**src/rtl/tdes_key_sequencer.sv**
```systemverilog
// tdes_key_sequencer: sequences the K1/K2/K1 three-pass DES key schedule for a single-round core.
module tdes_key_sequencer (
  input  logic        clk,
  input  logic        rst_n,
  input  logic [55:0] key1,
  input  logic [55:0] key2,
  input  logic        key_load,
  input  logic        start,
  input  logic        mode,
  output logic        in_ready,
  output logic        core_init,
  output logic        round_en,
  output logic [55:0] round_cd,
  output logic [3:0]  round_idx,
  output logic [1:0]  pass_idx,
  output logic        pass_decrypt,
  output logic        pass_end,
  output logic        done,
  output logic        busy
);
  typedef enum logic [2:0] {IDLE, INIT, ROUND, PASS_END, DONE} state_t;
  state_t state, state_n;
  logic [55:0] k1, k2, key_n;
  logic keys_valid, mode_r, accept, dec_n;
  logic [1:0] pass_n;
  function automatic logic [1:0] sh(input logic [3:0] i);
    return (i == 4'd0 || i == 4'd1 || i == 4'd8 || i == 4'd15) ? 2'd1 : 2'd2;
  endfunction
  function automatic logic [27:0] rot28(input logic [27:0] x, input logic left, input logic [1:0] n);
    return left ? (n == 2'd2 ? {x[25:0], x[27:26]} : {x[26:0], x[27]})
                : (n == 2'd2 ? {x[1:0], x[27:2]} : {x[0], x[27:1]});
  endfunction
  function automatic logic [55:0] rot(input logic [55:0] cd, input logic left, input logic [1:0] n);
    return {rot28(cd[55:28], left, n), rot28(cd[27:0], left, n)};
  endfunction
  assign in_ready  = state == IDLE && keys_valid;
  assign core_init = state == INIT;
  assign round_en  = state == ROUND;
  assign pass_end  = state == PASS_END;
  assign done      = state == DONE;
  assign busy      = state != IDLE;
  assign accept    = in_ready && start && !key_load;
  assign pass_n    = pass_idx + 2'd1;
  assign dec_n     = mode_r ^ (pass_n == 2'd1);
  assign key_n     = pass_n == 2'd1 ? k2 : k1;
  always_comb begin
    state_n = state;
    case (state)
      IDLE:     state_n = accept ? INIT : IDLE;
      INIT:     state_n = ROUND;
      ROUND:    state_n = round_idx == 4'd15 ? PASS_END : ROUND;
      PASS_END: state_n = pass_idx == 2'd2 ? DONE : ROUND;
      default:  state_n = IDLE;
    endcase
  end
  // An encrypt pass enters round 1 already rotated by one; a decrypt pass enters with the raw key.
  always_ff @(posedge clk or negedge rst_n) begin
    if (!rst_n) begin
      state        <= IDLE;
      k1           <= '0;
      k2           <= '0;
      keys_valid   <= 1'b0;
      mode_r       <= 1'b0;
      round_cd     <= '0;
      round_idx    <= '0;
      pass_idx     <= '0;
      pass_decrypt <= 1'b0;
    end else begin
      state <= state_n;
      if (state == IDLE && key_load) begin
        k1         <= key1;
        k2         <= key2;
        keys_valid <= 1'b1;
      end
      if (accept) mode_r <= mode;
      if (state == INIT) begin
        pass_idx     <= '0;
        round_idx    <= '0;
        pass_decrypt <= mode_r;
        round_cd     <= mode_r ? k1 : rot(k1, 1'b1, 2'd1);
      end
      if (state == ROUND) begin
        round_idx <= round_idx + 4'd1;
        round_cd  <= pass_decrypt ? rot(round_cd, 1'b0, sh(4'd15 - round_idx))
                                  : rot(round_cd, 1'b1, sh(round_idx + 4'd1));
      end
      if (state == PASS_END && pass_idx != 2'd2) begin
        pass_idx     <= pass_n;
        pass_decrypt <= dec_n;
        round_idx    <= '0;
        round_cd     <= dec_n ? key_n : rot(key_n, 1'b1, 2'd1);
      end
    end
  end
endmodule

```
**config.mk**
```make
export PLATFORM = sky130hd
export DESIGN_NAME = tdes_key_sequencer
export DESIGN_NICKNAME = d
export VERILOG_FILES = /design/src/rtl/tdes_key_sequencer.sv
export SDC_FILE = /design/constraint.sdc
export NUM_CORES = 1
export LEC_CHECK = 0
export CORE_ASPECT_RATIO = 1.4
export CORE_MARGIN = 2
export CORE_UTILIZATION = 45
export DETAILED_ROUTE_END_ITERATION = 7
export GPL_TIMING_DRIVEN = 0
export HOLD_SLACK_MARGIN = 0.12
export PLACE_DENSITY = 0.71
export SLEW_MARGIN = 20
export SYNTH_ARGS = -nofsm -noshare
export SYNTH_HDL_FRONTEND = slang
export SYNTH_SLANG_ARGS = --single-unit
```
**constraint.sdc**
```tcl
create_clock -name clk -period 2.1 [get_ports clk]
set_input_delay 0.21 -clock clk [delete_from_list [all_inputs] [get_ports clk]]
set_output_delay 0.21 -clock clk [all_outputs]
set_load 0.05 [all_outputs]
```
==> impl_metrics.json <==
{
  "power.density_mw_per_mm2": 428,
  "tightest_slew_ns": 0.758,
  "setup_slack_ns": 0.00966,
  "grt_pass1_vias": 10300,
  "final_util_pct": 60.3,
  "die-area_mm2": 0.0285,
  "rsz0062_at_grt": "yes",
  "cts_sinks": 180,
  "root_buffer": "clkbuf_16",
  "max_freq_ghz": 0.478,
  "syn_avg_cell_area_um2": 11.2,
  "cts_inserted_buffers": 17,
  "critPathCaptureType": "register",
  "first_pass_iters": 5,
  "vias": 10300,
  "synth_area_leaders": "dfrtp_1, mux2_2, mux4_2",
  "p_leak_nw": 6.84,
  "crit_type": "reg -> reg",
  "wl_per_cell_um": 22.0,
  "hold_violations": 0,
  "place.gp.congestion": 0.888,
  "clockBufferDepth": 2,
  "grt_max_degree": 75,
  "pre_cts_ws_ns": -0.672,
  "r2r_start": "pass_idx[1]",
  "vias_per_cell": 6.10,
  "required_ns": 2.45,
  "fin_setup_tns_ns": 0,
  "syn_area_mm2": 0.0122,
  "rows": 71,
  "rrSetupSlack_ns": 0.01,
  "cts_tree": "done",
  "synth_enable_flop_cells": 0,
  "synth_top_area_cell": "dfrtp_1",
  "place_hpwl_mm": 27.0,
  "htreeDepth": 4,
  "drv_cap": 0,
  "max_stage_delay_ns": 0.53,
  "fin_crit_ns": 2.09,
  "hold_class": "in -> async",
  "ys.flop_type": "dfrtp_1",
  "wirelength_mm": 37.3,
  "period_share_pct": 99.5,
  "power_mw": 6.92,
  "yosysWarnings": 0,
  "slew_violations": 0,
  "final_nets": 1438,
  "cp-start-kind": "register",
  "yosys.cell_types.count": 46,
  "setup_violations": 0,
  "critPathMaxFanout": 6,
  "postRouteAntennaNets": 0,
  "numPortBuffers": 185,
  "grt_pass1_wl_mm": 57.0,
  "cp_cell_sequence": "inv_2 -> ha_4 -> buf_12 -> clkbuf_16 -> mux4_2 -> nor2_4 -> a311oi_4 -> o32a_1",
  "relSlewSlack_pct": 49.4,
  "worstRegToRegCells": 8,
  "worstPathArrival_ns": 2.44,
  "clkTransAtPathRegs_ns": 0.07,
  "track_usage_pct": 26.0,
  "num_io_pins": 186,
  "status": "finished clean",
  "drcViolationCount": 0,
  "yosysSeqAreaShare_pct": 36.9,
  "initial_core_util_pct": 45.6,
  "fp.dieW_um": 143,
  "yosys.area.top_type_share_pct": 36.9,
  "clock_skew_ns": 0.00884,
  "fin_hold_ws_ns": 0.257,
  "drt_iter0_markers": 789,
  "rr_endpoint": "round_cd[25]",
  "core_area_mm2": 0.0268,
  "ir_drop_mv": 0.563,
  "synth_cells": 1089,
  "fillCellCount": 2200,
  "yosys_register_bits": 180,
  "area_growth_pct": 32.4,
  "clk_latency_ns": 0.46,
  "syn-num-nets": 1212,
  "drive_above_1_share_pct": 32.1,
  "async_reset_ff_share_pct": 100,
  "overflow": 0,
  "slowest_stage": "mux4_2",
  "antenna_found_initial": 1,
  "die_y_um": 199
}
-- Yosys cell counts, types with 18 or more instances --
cell type and number:
a311oi_2 18, nand2b_1 58, mux4_2 56, mux2i_1 112, clkbuf_1 30, dfrtp_1 180, nor2_1 59, and2_1 59
o31ai_1 56, mux2_2 113, buf_2 55, nand2_1 63, a21oi_1 58, a311oi_1 37, o32a_1 55
-- per-stage QoR --
| step | cells | area, um2 |
|---|---|---|
| 6_report | 1694 | 16200 |
| 5_1_grt | 1693 | 16200 |
| 4_1_cts | 1676 | 15600 |
| 3_5_place_dp | 1641 | 14700 |
| 3_3_place_gp | 1639 | 14600 |
| 2_1_floorplan | 1089 | 12300 |
-- worst max path at each step --
| stage | slack (ns) | cells past startpoint | endpoint | from |
|---|---|---|---|---|
| after floorplan | 0.008 | 9 | round_cd[27] | pass_idx[0] |
| after global placement | -7.63 | 1 | round_idx[1] | rst_n |
| after detailed placement | -0.67 | 8 | round_cd[55] | pass_idx[0] |
| after CTS | -0.004 | 9 | round_cd[14] | pass_idx[0] |
| after global routing | -0.04 | 8 | round_cd[47] | pass_idx[0] |
| final | 0.01 | 8 | round_cd[25] | pass_idx[1] |
-- cell type report --
cell class                      instances  area (um2)  share of cell area, %
Clock inverter                         14         118                  0.727
Tap cell                              365         457                   2.82
Sequential cell                       180        4510                   27.9
Multi-Input combinational cell        786        7560                   46.7
Buffer                                113         896                   5.54
Inverter                                7        33.8                  0.209
Timing Repair Buffer                  210        2160                   13.4
Antenna cell                            1        2.50                 0.0155
Clock buffer                           18         439                   2.71
-- power breakdown --
group,internal (mW),total [mW],switching (mW)
Clock,1.58,3.15,1.57
Combinational,0.201,0.306,0.105
Sequential,3.46,3.46,0
-- flip-flops by register name, indices dropped and copies added, names as in the netlist --
name and count:
k2 56, round_idx 4, pass_decrypt 1, state 3, k1 56, keys_valid 1
mode_r 1, pass_idx 2, round_cd 56
-- routing by layer --
layer  wire [um]  track usage [%]
met1       14800             32.2
met2       18800             42.9
met3        2110             5.34
met4        1560             13.3
met5           0                0
-- critical path, delay by kind of cell (launching register included) --
family	cells	cell delay (ns)
adder cells (fa/ha/maj)	1	0.22
buffers and inverters	3	0.41
AND/OR/NAND/NOR	1	0.13
AO/OA/AOI/OAI	2	0.25
flip-flops	1	0.43
multiplexers	1	0.53
-- layout by cell type (no fill, tap or decap), types with 4 or more instances in the layout --
cell type / n
o31ai_1: 53
clkdlybuf4s50_1: 177
a311oi_2: 39
clkbuf_2: 11
o32a_1: 55
a21oi_1: 57
mux2_2: 113
nor2_4: 5
dfrtp_1: 173
dlygate4sd2_1: 5
clkbuf_16: 20
nand2b_1: 58
a311oi_1: 4
nand2_1: 63
buf_6: 25
buf_12: 7
nor2_1: 35
inv_6: 7
buf_8: 5
o21ai_0: 7
clkbuf_4: 5
buf_4: 47
and2_1: 58
dfrtp_2: 7
nor2_2: 19
mux4_2: 56
mux2i_1: 111
clkbuf_1: 13
a311oi_4: 12
buf_2: 19
-- repair_timing --
action                     in CTS  in global routing
hold buffers                    1                  0
pin swaps                      12                 27
setup buffers                   4                 15
setup endpoints to repair     179                 66
resized for setup             109                101
gates cloned                    0                  3
hold endpoints to repair       80                  0
-- cells by family after synthesis --
logic type               after synthesis  synth area share (%)
buffers and inverters                123                  5.57
multiplexers                         281                  29.9
XOR/XNOR                               1                0.0717
flip-flops                           180                  36.9
AO/OA/AOI/OAI                        240                  16.1
AND/OR/NAND/NOR                      258                  10.9
adder cells (fa/ha/maj)                6                 0.614
Note: power is estimated with default switching activity, not from simulation.
